$ cat src/rtl/serial_paralelo_align_pkg.sv
// Shared definitions for the serial lane: sync state encoding and default comma.
// The lane serialiser relies on the same values.
package serial_paralelo_align_pkg;

  typedef enum logic [1:0] {
    ST_HUNT   = 2'd0,
    ST_ALIGN  = 2'd1,
    ST_ACTIVE = 2'd2
  } sync_st_t;

  localparam logic [7:0] COMMA_DEFAULT = 8'hBC;

endpackage

$ cat src/rtl/serial_paralelo_align_shift_window.sv
// Serial shift register, sampling window and word-boundary bit counter.
// reload restarts the count so the next boundary lands WIDTH cycles later.
module serial_shift_window #(
  parameter int WIDTH = 8
) (
  input  logic             clk_32f,
  input  logic             reset_L,
  input  logic             data_in,
  input  logic             reload,
  output logic [WIDTH-1:0] win,
  output logic             boundary
);
  localparam int BW = $clog2(WIDTH);

  // Only WIDTH-1 history bits are needed; the newest bit comes straight from data_in.
  logic [WIDTH-2:0] sr;
  logic [BW-1:0]    bit_cnt;

  assign win      = {sr, data_in};
  assign boundary = (bit_cnt == BW'(WIDTH-1));

  always_ff @(posedge clk_32f or negedge reset_L) begin
    if (!reset_L) begin
      sr      <= '0;
      bit_cnt <= '0;
    end else begin
      sr <= win[WIDTH-2:0];
      if (reload || boundary) bit_cnt <= '0;
      else                    bit_cnt <= bit_cnt + BW'(1);
    end
  end

endmodule

$ cat src/rtl/serial_paralelo_align.sv
// Serial-to-parallel lane receiver: hunts for the comma, verifies alignment,
// then delivers non-comma words with a one-cycle strobe until alignment is lost.
module serial_paralelo_align
  import serial_paralelo_align_pkg::*;
#(
  parameter int               WIDTH         = 8,
  parameter logic [WIDTH-1:0] COMMA         = WIDTH'(COMMA_DEFAULT),
  parameter int               ACTIVE_THRESH = 4,
  parameter int               MISALIGN_MAX  = 3
) (
  input  logic             clk_32f,
  input  logic             reset_L,
  input  logic             data_in,
  output logic [WIDTH-1:0] data_out,
  output logic             valid_out,
  output logic             active,
  output logic [1:0]       sync_state
);
  localparam int CW = $clog2(ACTIVE_THRESH+1);
  localparam int MW = $clog2(MISALIGN_MAX+1);

  sync_st_t         state, state_nxt;
  logic [CW-1:0]    comma_cnt, comma_nxt;
  logic [MW-1:0]    misalign_cnt, misalign_nxt;
  logic [WIDTH-1:0] win;
  logic             boundary, reload, emit, is_comma;

  serial_shift_window #(.WIDTH(WIDTH)) u_win (
    .clk_32f  (clk_32f),
    .reset_L  (reset_L),
    .data_in  (data_in),
    .reload   (reload),
    .win      (win),
    .boundary (boundary)
  );

  assign is_comma   = (win == COMMA);
  assign sync_state = state;

  always_comb begin
    state_nxt    = state;
    comma_nxt    = comma_cnt;
    misalign_nxt = misalign_cnt;
    reload       = 1'b0;
    emit         = 1'b0;
    unique case (state)
      ST_HUNT: begin
        if (is_comma) begin
          reload    = 1'b1;
          comma_nxt = CW'(1);
          state_nxt = (ACTIVE_THRESH == 1) ? ST_ACTIVE : ST_ALIGN;
        end
      end
      ST_ALIGN: begin
        if (boundary) begin
          if (!is_comma) begin
            state_nxt = ST_HUNT;
            comma_nxt = '0;
          end else if (comma_cnt >= CW'(ACTIVE_THRESH-1)) begin
            comma_nxt = CW'(ACTIVE_THRESH);
            state_nxt = ST_ACTIVE;
          end else begin
            comma_nxt = comma_cnt + CW'(1);
          end
        end
      end
      ST_ACTIVE: begin
        if (boundary) begin
          if (is_comma) misalign_nxt = '0;
          else          emit         = 1'b1;
        end else if (is_comma) begin
          // A comma off the established boundary means the lane has slipped.
          if (misalign_cnt >= MW'(MISALIGN_MAX-1)) begin
            state_nxt    = ST_HUNT;
            comma_nxt    = '0;
            misalign_nxt = '0;
            reload       = 1'b1;
          end else begin
            misalign_nxt = misalign_cnt + MW'(1);
          end
        end
      end
      default: state_nxt = ST_HUNT;
    endcase
  end

  always_ff @(posedge clk_32f or negedge reset_L) begin
    if (!reset_L) begin
      state        <= ST_HUNT;
      comma_cnt    <= '0;
      misalign_cnt <= '0;
      active       <= 1'b0;
      valid_out    <= 1'b0;
      data_out     <= '0;
    end else begin
      state        <= state_nxt;
      comma_cnt    <= comma_nxt;
      misalign_cnt <= misalign_nxt;
      active       <= (state_nxt == ST_ACTIVE);
      valid_out    <= emit;
      if (emit) data_out <= win;
    end
  end

endmodule
$ cat config.mk
export PLATFORM = sky130hd
export DESIGN_NAME = serial_paralelo_align
export DESIGN_NICKNAME = d
export VERILOG_FILES = /design/src/rtl/serial_paralelo_align_pkg.sv /design/src/rtl/serial_paralelo_align_shift_window.sv /design/src/rtl/serial_paralelo_align.sv
export SDC_FILE = /design/constraint.sdc
export NUM_CORES = 1
export LEC_CHECK = 0
export CORE_MARGIN = 2
export CORE_UTILIZATION = 54
export DETAILED_ROUTE_END_ITERATION = 10
export PLACE_DENSITY = 0.76
export RECOVER_POWER = 100
export SLEW_MARGIN = 20
export SYNTH_ARGS = -nofsm -noshare
export SYNTH_HDL_FRONTEND = slang
export SYNTH_SLANG_ARGS = --single-unit
$ cat constraint.sdc
create_clock -name clk_32f -period 2.6 [get_ports clk_32f]
set_input_delay 0.52 -clock clk_32f [delete_from_list [all_inputs] [get_ports clk_32f]]
set_output_delay 0.52 -clock clk_32f [all_outputs]
set_load 0.02 [all_outputs]
-- Word-level counts from Yosys, hierarchy flattened
Index checks and enable logic that the tools add are counted.
- output and inout bits: 12
- input port bits: 3
- bits in registers: 27
- logic and storage cells: 57
- $lt $le $gt $ge: 2
- eq/ne operators: 10
- reduce and logical (&&, ||, !) cells: 5
- add/subtract/negate cells: 3
- multiplexer cells: 29
- operator list (kind ; count):
    3-bit two-way mux ; 8
    2-bit two-way mux ; 11
    3-bit one-hot mux with 3 select lines ; 1
    8-bit equality test (second input constant) ; 1
    2-bit != test (second input constant) ; 4
    1-bit two-way mux ; 7
    3-bit by 1-bit adder with 3-bit output (second input constant) ; 2
    2-bit one-hot mux with 3 select lines ; 1
    6-bit AND reduction ; 1
    2-bit equality test (second input constant) ; 2
    3-bit equality test (second input constant) ; 1
    3-bit by 2-bit greater-or-equal comparator with 1-bit output (second input constant) ; 1
    3-bit nonzero test ; 1
    2-bit by 1-bit adder with 2-bit output (second input constant) ; 1
    2-bit by 1-bit equality test with 1-bit output (second input constant) ; 1
    2-bit greater-or-equal comparator (second input constant) ; 1
    2-bit logical NOT ; 1
    2-bit by 1-bit != test with 1-bit output (second input constant) ; 1
    1-bit one-hot mux with 2 select lines ; 1
    2-bit AND reduction ; 1
    1-bit logical OR ; 1

-- Depth between registers and ports, before layout
- depth after elaboration: 7
- mapped depth: 7

-- Cells and area by module
Synthesis repeated with hierarchy kept, for this count alone.
- cells, all modules: 96
- area, all modules: 1285.0 um^2
- modules (own cells, without submodules) (module ; cells each ; times used ; seq. area each (um^2) ; area an instance (um^2)):
    serial_paralelo_align ; 80 ; 1 ; 425.4 ; 982.2
    serial_shift_window ; 16 ; 1 ; 250.2 ; 302.8

-- Worst setup path before layout
No wires, ideal clock.
- kind: register to register
- start: register state[1] (netlist: sync_state[1])
- end: register comma_cnt[1]
- stages on the path, launching flop included: 8
- period minus slack after synthesis: 1835 ps
- slack: 765 ps
- setup time: 128 ps
- data arrival time: 1707 ps
- cells stage by stage: dfrtp_1 > inv_1 > ha_1 > clkbuf_2 > and2b_1 > nor3_1 > a22oi_2 > mux2_1
- word-level cells in the longest chain between the ends: 3
- ends and longest elaborated chain (element ; line ; source):
    start, declared ; serial_paralelo_align.sv:22 ; sync_st_t state, state_nxt;
    start signal, assigned ; serial_paralelo_align.sv:96 ; state <= state_nxt;
    2-bit by 1-bit equality test with 1-bit output (tied with other cells) ; serial_paralelo_align.sv:46 ; unique case (state)
    2-bit by 1-bit != test with 1-bit output (no source line) (tied with other cells) ; - ;
    6-bit AND reduction (no source line) ; - ;
    end signal, assigned ; serial_paralelo_align.sv:97 ; comma_cnt <= comma_nxt;
    end, declared ; serial_paralelo_align.sv:23 ; logic [CW-1:0] comma_cnt, comma_nxt;
Parallel ways exist; a longest one is shown, timed or not.
A chain may end at the register's enable or synchronous reset.

-- Worst setup path in the final report
- start: input data_in
- end: register comma_cnt[1]
- word-level cells in the longest chain between the ends: 4
- ends and longest elaborated chain (element ; line ; source):
    start, declared ; serial_paralelo_align.sv:13 ; input logic data_in,
    8-bit equality test (*) ; serial_paralelo_align.sv:37 ; assign is_comma = (win == COMMA);
    3-bit two-way mux ; serial_paralelo_align.sv:56 ; if (!is_comma) begin
    3-bit two-way mux ; serial_paralelo_align.sv:55 ; if (boundary) begin
    3-bit one-hot mux with 3 select lines ; serial_paralelo_align.sv:46 ;
Every way passes the cells marked *; elsewhere a longest branch is shown, timed or not. The select of a mux whose other input is x is not followed.

==> results.md <==
* Crit path max-delay cell type: dlygate4sd3_1
* HP Class: reg2reg
* Inserted Clock Buffers at 3
* Run status: finished, final reports clean
* Resized Gates After CTS at 0
* Top post-synthesis cells by area: dfrtp_1, mux2_4, ha_1
* Vias post-DR at 808
* Design Area, Final at 1440 um2
* Final Cycle Share at 0.838
* CP max stage delay at 0.58 ns
* Unique masters post-synth at 39
* Chip width at 53.1 um
* Slew @ Worst Pin at 1.36 ns
* Ys async rst share at 1.00
* Worst Path Arrival at 2.41 ns
* Clock sinks at 27
* CP max FO at 7
* Vias in the first global route at 822
* Grt ovf at 0
* Cell Area, Synth at 1300 um2
* Max-slew violation count at 0
* All-Layer GR Usage at 0.182
* First-pass GRT wire length at 3650 um
* Hold buffer count at CTS at 0
* Avg Cell Area, Syn at 13.1 um2
* Post-DP HPWL at 1580 um
* Core area at 2250 um2
* Ant. Diodes at 0
* WHS at 0.438 ns
* Largest net degree at the start of global routing at 28
* Post-synth EDFFs at 0
* Syn Nets at 111
* Commonest cells post-synth: dfrtp_1, ha_1, mux2_4
* Wire length per cell at 14.5 um
* LEAKAGE at 0.732 nW
* Crit path from: data_in
* Ports at 15
* CTS tree: built
* Most common cell in the netlist: dfrtp_1
* Setup Buffers After CTS at 0
* Initial antenna violation count at 0
* 1st-pass router iterations at 6
* Slew HR at 0.0904
* Unrepaired setup endpoints after global routing: false
* # rows at 17
* TNS Setup at 0 ns
* Launch point of the worst reg-to-reg path: comma_cnt[0]$_DFFE_PN0P_
* Startpoint of the worst hold path: u_win.sr[5]$_DFF_PN0_
* DR vias/cell at 5.61
* Nets@finish at 129
* Critical Path End Type: flip-flop
* Routed Antenna Nets at 0
* Max cap viols at 0
* Drt first-iter violations at 13
* DRT Wirelength at 2080 um
* Crit-path cells: dlygate4sd3_1 > nand4bb_1 > nor2_1 > a22oi_1 > mux2_1
* Sequential share of the synthesized area at 0.520
* Nature of the critical path startpoint: input pin
* Synth Instances at 99
* Full die area at 2820 um2
* Maximum clock path buffer count at 2
* Dominant cell type by area after synthesis: dfrtp_1
* Worst skew pair latency at 0.33 ns
* Clock skew at 0.00934 ns
* Worst vdd ir at 411 uV
* GPL Wtd Cong at 0.763
* Fmax at 459 MHz
* WS Path Type: in2reg
* Initial Utilization at 0.577
* Final count of hold timing violations at 0
* Die height at 53.1 um
* Port bufs at 14
* Reg clk slew, reported paths at 0.15 ns
* Final setup fails at 0
* Yosys warning count at 0
* WP data required at 2.84 ns
* H-tree levels at 1
* Synth Flop Type: dfrtp_1
* Fraction of layout cells with a size suffix above 1 at 0.0862
* Root Driver: clkbuf_4
* Tmin final at 2.18 ns
* DR DRC count at 0
* Dpl cell area at 1470 um2
* Area delta synth->final at 11.1%
* Pwr/cell area at 560 nW/um2
* Post-synth top area share at 0.520
* Synth Register Bits at 27
-- where the power goes --
| part | internal, mW | switching, mW | total [mW] |
|---|---|---|---|
| combinational | 0.0551 | 0.0813 | 0.136 |
| clock | 0.0628 | 0.129 | 0.192 |
| sequential | 0.458 | 0.0214 | 0.480 |
-- metrics by stage --
stage	worst slack, ns	util	cells	power (mW)
3_5_place_dp	0.396	0.650	140	0.636
5_1_grt	0.331	0.640	144	0.861
3_3_place_gp	0.422	0.650	140	0.631
6_report	0.422	0.640	144	0.808
4_1_cts	0.638	0.664	144	0.829
2_1_floorplan	0.765	-	99	0.591
-- layer usage --
metal / GRT usage / vias to the layer above / wire length (um)
li1: - / 396 / -
met1: 0.237 / 394 / 1040
met2: 0.290 / 14 / 949
met3: 0.0339 / 4 / 51
met4: 0.0897 / 0 / 38
met5: 0 / - / 0
-- final timing paths --
path,endpoint,slack (ns),depth (start not counted)
hold / removal,u_win.sr[6]$_DFF_PN0_,0.44,0
hold reg to reg,u_win.sr[6]$_DFF_PN0_,0.44,0
setup / recovery,comma_cnt[1]$_DFFE_PN0P_,0.42,5
min in group asynchronous,comma_cnt[1]$_DFFE_PN0P_,1.02,2
setup reg to reg,active$_DFF_PN0_,0.46,6
max in group asynchronous,u_win.bit_cnt[0]$_DFF_PN0_,0.79,2
-- critical path: cells and delay by family --
family | cells | cell delay, ns
and+or+nand+nor | 2 | 0.72
muxes | 1 | 0.35
AOI/OAI and AO/OA | 1 | 0.24
buffers and inverters | 1 | 0.58
-- cell families (layout without fill, tap and decap cells) --
logic type / after synthesis / count (layout) / synth area share
mux: 12 / 12 / 0.125
buf+inv: 8 / 25 / 0.0298
fa+ha+maj: 9 / 9 / 0.0866
simple gates: 30 / 30 / 0.148
flops: 27 / 27 / 0.520
compound gates: 13 / 13 / 0.0905
-- sequential cells by signal (all words and copies together), names as in the netlist --
| signal | cells |
|---|---|
| comma_cnt | 3 |
| sync_state | 2 |
| u_win.bit_cnt | 3 |
| misalign_cnt | 2 |
| u_win.sr | 7 |
| data_out | 8 |
| active | 1 |
| valid_out | 1 |
-- area by class of cell --
| class | instances | area [um2] |
|---|---|---|
| clock buffer | 3 | 22.5 |
| multi-input combinational | 64 | 536 |
| fill | 189 | 811 |
| timing repair buffer | 15 | 144 |
| inverter | 6 | 22.5 |
| clock inverter | 1 | 8.76 |
| tap | 28 | 35.0 |
| sequential | 27 | 676 |
-- cells in the final DEF (no fill, tap or decap), types with 2 or more instances in the layout --
cell           count
dfrtp_1           27
a41oi_1            2
ha_1               9
a21oi_1            2
nand2_1            7
inv_1              6
and2_0             2
mux2i_1            2
mux2_1             8
nor2_1             3
clkbuf_4           3
dlygate4sd3_1     14
nor3_1             4
Note: power is estimated with default switching activity, not from simulation.
==> variant 1 (same flow settings) <==
Put one more register stage on the output `sync_state`, with the module's reset. The value now appears one clock later. The other outputs are not delayed to match.
--- a/src/rtl/serial_paralelo_align.sv
+++ b/src/rtl/serial_paralelo_align.sv
@@ -35,7 +35,13 @@
   );
 
   assign is_comma   = (win == COMMA);
-  assign sync_state = state;
+  always_ff @(posedge clk_32f or negedge reset_L) begin
+    if (!reset_L) begin
+      sync_state <= '0;
+    end else begin
+      sync_state <= state;
+    end
+  end
 
   always_comb begin
     state_nxt    = state;
Behaviour: not the same (a bounded check fails within 10 cycles, from zero or initial values and one cycle with reset_L low).
==> variant 1 against the unedited design <==
Die area rose by 3.6%; sequential cell count rose by 2; final cell count rose by 5.6%; area after synthesis rose by 3.8%; design area rose by 5.0%; total power rose by 11%; non-clock buffer count did not move; setup slack got worse by 0.010 ns; clock skew rose by 0.0071 ns; sequential share of layout area rose by 1.1 points; synthesized cell count rose by 2.0%; routed wire length rose by 6.3%; critical path type unchanged; highest routed layer unchanged.
==> variant 1: results (changes against the unedited design) <==
----------------------------------------------------
[Routing]
  Detailed route wirelength on metal2 ... 1040 um (was 949 um)
  Vias per Instance ... 5.65 (was 5.61)
  Iteration count of the initial detailed-routing pass ... 5 (was 6)
  Number of design-rule violations left by the first detailed-router iteration ... 25 (was 13)
  Total Routed Length ... 2220 um (was 2080 um)

[Finish]
  Nets ... 133 (was 129)
  Filler-free cell count of the finished design ... 152 (was 144)
  Share of final-layout standard cells stronger than drive strength 1 ... 10.7% (was 8.62%)

[Placed design]
  Post-placement worst setup slack ... 0.402 ns (was 0.396 ns)
  Detailed-placement wirelength estimate ... 1610 um (was 1580 um)
  Standard cell area after detailed placement ... 0.00152 sq mm (was 0.00147 sq mm)
  Final GP Congestion ... 0.817 (was 0.763)

[Global route]
  Wire length of the first global-routing pass ... 3850 um (was 3650 um)
  Total routing usage reported by global routing ... 19.6% (was 18.2%)
  Largest net degree at the start of global routing ... 30 (was 28)
  Via count of the first global-routing pass ... 856 (was 822)

[Power and ir drop]
  Net switching power of the design ... 0.250 mW (was 0.232 mW)
  VDD IR-drop max ... 0.000438 V (was 0.000411 V)
  Share of power burned in combinational logic ... 15.0% (was 16.9%)
  Cell leakage power ... 0.773 nW (was 0.732 nW)
  Total design power ... 0.899 mW (was 0.808 mW)

[Worst setup path]
  RR Startpoint ... comma_cnt[1] (was comma_cnt[0])
  Minimum setup slack among reg-to-reg paths ... 0.55 ns (was 0.46 ns)

[Logic synthesis]
  Compound-cell area share of the yosys netlist ... 8.71% (was 9.05%)
  Most frequent cells after synthesis ... 29 x dfrtp_1, 9 x ha_1, 8 x mux2_4 (was 27 x dfrtp_1, 9 x ha_1, 8 x mux2_4)
  Synthesized-area fraction occupied by adder cells ... 8.34% (was 8.66%)
  Post-synth net total ... 113 (was 111)

[Clock network]
  Number of buffers added by the clock tree synthesis step ... 5 (was 3)
  H-Tree Depth ... 2 (was 1)

[Run status]
  Outcome ... complete, no violations (unchanged)

----------------------------------------------------
## variant 1: cell count changes in the layout (fill, tap and decap cells not counted), sizes merged
| cell | change |
|---|---|
| clkbuf | +3 |
| clkinv | +2 |
| dfrtp | +2 |
| clkdlybuf4s50 | +1 |
| dlygate4sd3 | -1 |
| inv | -1 |
## variant 1: layer usage
layer / track usage, % / up-vias
li1: - / 404
met2: 29.1 / 25
met5: 0 / -
met4: 12.9 / 0
met1: 24.2 / 423
met3: 6.67 / 7
## variant 1: final cells by class
| cell class | instances | area share [%] |
|---|---|---|
| sequential | 29 | 47.9 |
| multi-input combinational | 64 | 35.3 |
| timing repair buffer | 15 | 9.49 |
| clock buffer | 6 | 2.72 |
| tap | 30 | 2.48 |
| inverter | 6 | 1.49 |
| clock inverter | 2 | 0.660 |
## variant 1: stage by stage
stage                     util, %  hold slack, ns
after CTS                    64.6           0.425
final                        62.3           0.424
after global placement       62.4           0.398
after global routing         62.3           0.454
after floorplan                 -           0.224
after detailed placement     62.4           0.406
==> variant 2 (config.mk and constraints unchanged) <==
Made on the original files. Set the parameter `MISALIGN_MAX` to 5 (it was 3).
--- a/src/rtl/serial_paralelo_align.sv
+++ b/src/rtl/serial_paralelo_align.sv
@@ -6,7 +6,7 @@
   parameter int               WIDTH         = 8,
   parameter logic [WIDTH-1:0] COMMA         = WIDTH'(COMMA_DEFAULT),
   parameter int               ACTIVE_THRESH = 4,
-  parameter int               MISALIGN_MAX  = 3
+  parameter int               MISALIGN_MAX  = 5
 ) (
   input  logic             clk_32f,
   input  logic             reset_L,
Formal check against the unedited RTL: same outputs for any inputs over 10 cycles, from zero or initial values and one cycle with reset_L low; that may be too few to reach the edited logic, so the function may still have changed.
==> variant 2 against the unedited design <==
Sequential power is 4.4% higher; largest power group unchanged; largest cell class unchanged; critical endpoint is now data_out[6]; setup slack worse by 0.036 ns; sequential cell count grew 1; design area rose by 8.8%; routed wire length up 9.6%; highest routed layer unchanged; worst hold slack better by 0.0095 ns; total power up 4.9%; global-route usage up 1.3 points; area after synthesis grew 6.9%.
==> variant 2: results (changes against the unedited design) <==
----------------------------------------------------
[Run status]
  Outcome ... complete, no violations (unchanged)

[Worst setup path]
  Arrival time at the worst endpoint ... 2.43 ns (was 2.41 ns)
  Reg-to-Reg End ... active (unchanged)
  Largest fanout of any net on the critical path ... 9 (was 7)
  Delay-heaviest family, CP ... simple AND/OR/NAND/NOR gates (unchanged)

[Logic synthesis]
  Share of flip-flops with an asynchronous set or reset ... 100% (unchanged)
  Post-synth net total ... 119 (was 111)
  Ranking of synthesized cells by area ... dfrtp_1 50%, ha_1 9.9%, mux2_2 7.3% (was dfrtp_1 52%, mux2_4 9.2%, ha_1 8.7%)
  Most frequent cells after synthesis ... 28 x dfrtp_1, 11 x ha_1, 9 x mux2_2 (was 27 x dfrtp_1, 9 x ha_1, 8 x mux2_4)
  Number of synthesis warnings ... 0 (unchanged)
  Fraction of the yosys area taken by sequential cells ... 50.4% (was 52.0%)
  Number of distinct library cells after synthesis ... 35 (was 39)

[Power and ir drop]
  VDD IR-drop max ... 0.000503 V (was 0.000411 V)
  Cell leakage power ... 0.776 nW (was 0.732 nW)

[Routing]
  Vias after detailed routing ... 884 (was 808)
  Iteration count of the initial detailed-routing pass ... 4 (was 6)
  Number of design-rule violations left by the first detailed-router iteration ... 16 (was 13)
  Average routed wire per standard cell ... 14.8 um (was 14.5 um)

[Placed design]
  Final GP Congestion ... 0.885 (was 0.763)
  Detailed-placement wirelength estimate ... 1710 um (was 1580 um)
  Post-placement worst setup slack ... 0.492 ns (was 0.396 ns)

[Finish]
  Nets ... 139 (was 129)
  Fill cell instance count of the final layout ... 196 (was 189)

[STA]
  Final setup skew ... 0.00514 ns (was 0.00934 ns)
  WHS ... 0.448 ns (was 0.438 ns)
  Remaining max-slew budget at the tightest pin ... 4.46% (was 9.04%)

[Min path]
  Startpoint of the most critical hold path ... u_win.bit_cnt[0] (was u_win.sr[5])
  Hold Path Sink ... u_win.bit_cnt[0] (was u_win.sr[6])
  Worst Hold Depth ... 1 (was 0)

[Global route]
  Total routing usage reported by global routing ... 19.5% (was 18.2%)
  Wire length of the first global-routing pass ... 4060 um (was 3650 um)
  Largest net degree at the start of global routing ... 29 (was 28)
  Via count of the first global-routing pass ... 905 (was 822)

----------------------------------------------------
## variant 2: cell count changes in the layout (fill, tap and decap cells not counted), moves of 2 or more
| cell | delta |
|---|---|
| mux2_1 | -7 |
| mux2_2 | +7 |
| nor2_1 | +3 |
| ha_1 | +2 |
| inv_1 | +2 |
## variant 2: layer usage
metal,wire length [um],part of all wire (%),global-route usage (%),vias up
met5,0,0,0,-
met4,19,0.83,8.33,0
met3,95,4.2,4.10,2
met2,1130,49,29.6,23
met1,1040,46,26.7,441
li1,-,-,-,418
## variant 2: cells by family (layout without fill, tap and decap cells)
group           after synthesis  count (layout)  share of synthesized area (%)
fa+ha+maj                    11              11                           9.90
mux                          12              12                           9.81
flops                        28              28                           50.4
buf+inv                       8              27                           2.16
compound gates               15              15                           10.6
simple gates                 31              31                           17.1
## variant 2: area by class of cell
cell class,instances,area share [%]
sequential,28,44.6
multi-input combinational,69,39.6
timing repair buffer,15,9.16
tap,30,2.39
clock buffer,4,2.31
inverter,8,1.91
## variant 2: stage by stage
| step | utilization, % | area (sq um) | instances |
|---|---|---|---|
| 6_report | 64.0 | 1570 | 154 |
| 5_1_grt | 64.0 | 1570 | 154 |
| 4_1_cts | 65.6 | 1610 | 154 |
| 3_5_place_dp | 64.2 | 1580 | 150 |
| 3_3_place_gp | 64.2 | 1580 | 150 |
| 2_1_floorplan | - | 1390 | 105 |
## variant 2: worst max-delay path by stage
stage | startpoint | end | slack, ns | cells past startpoint
after floorplan | sync_state[1] | comma_cnt[1] | 0.76 | 6
after global placement | data_in | data_out[2] | 0.54 | 5
after detailed placement | data_in | data_out[7] | 0.49 | 5
after CTS | sync_state[0] | sync_state[0] | 0.63 | 1
after global routing | comma_cnt[0] | active | 0.30 | 6
final | data_in | data_out[6] | 0.39 | 5
## variant 2: worst register-to-register path, delay by kind of cell, from the launching register on
family	cells	cell delay (ns)
AOI/OAI and AO/OA	3	1.15
DFF	1	0.43
adders and majority gates	2	0.38
and+or+nand+nor	1	0.09
## variant 2: power by group
group	internal (mW)	switching, mW	leakage (nW)
sequential	0.475	0.0261	0.358
clock	0.0856	0.120	0.0210
combinational	0.0592	0.0815	0.397
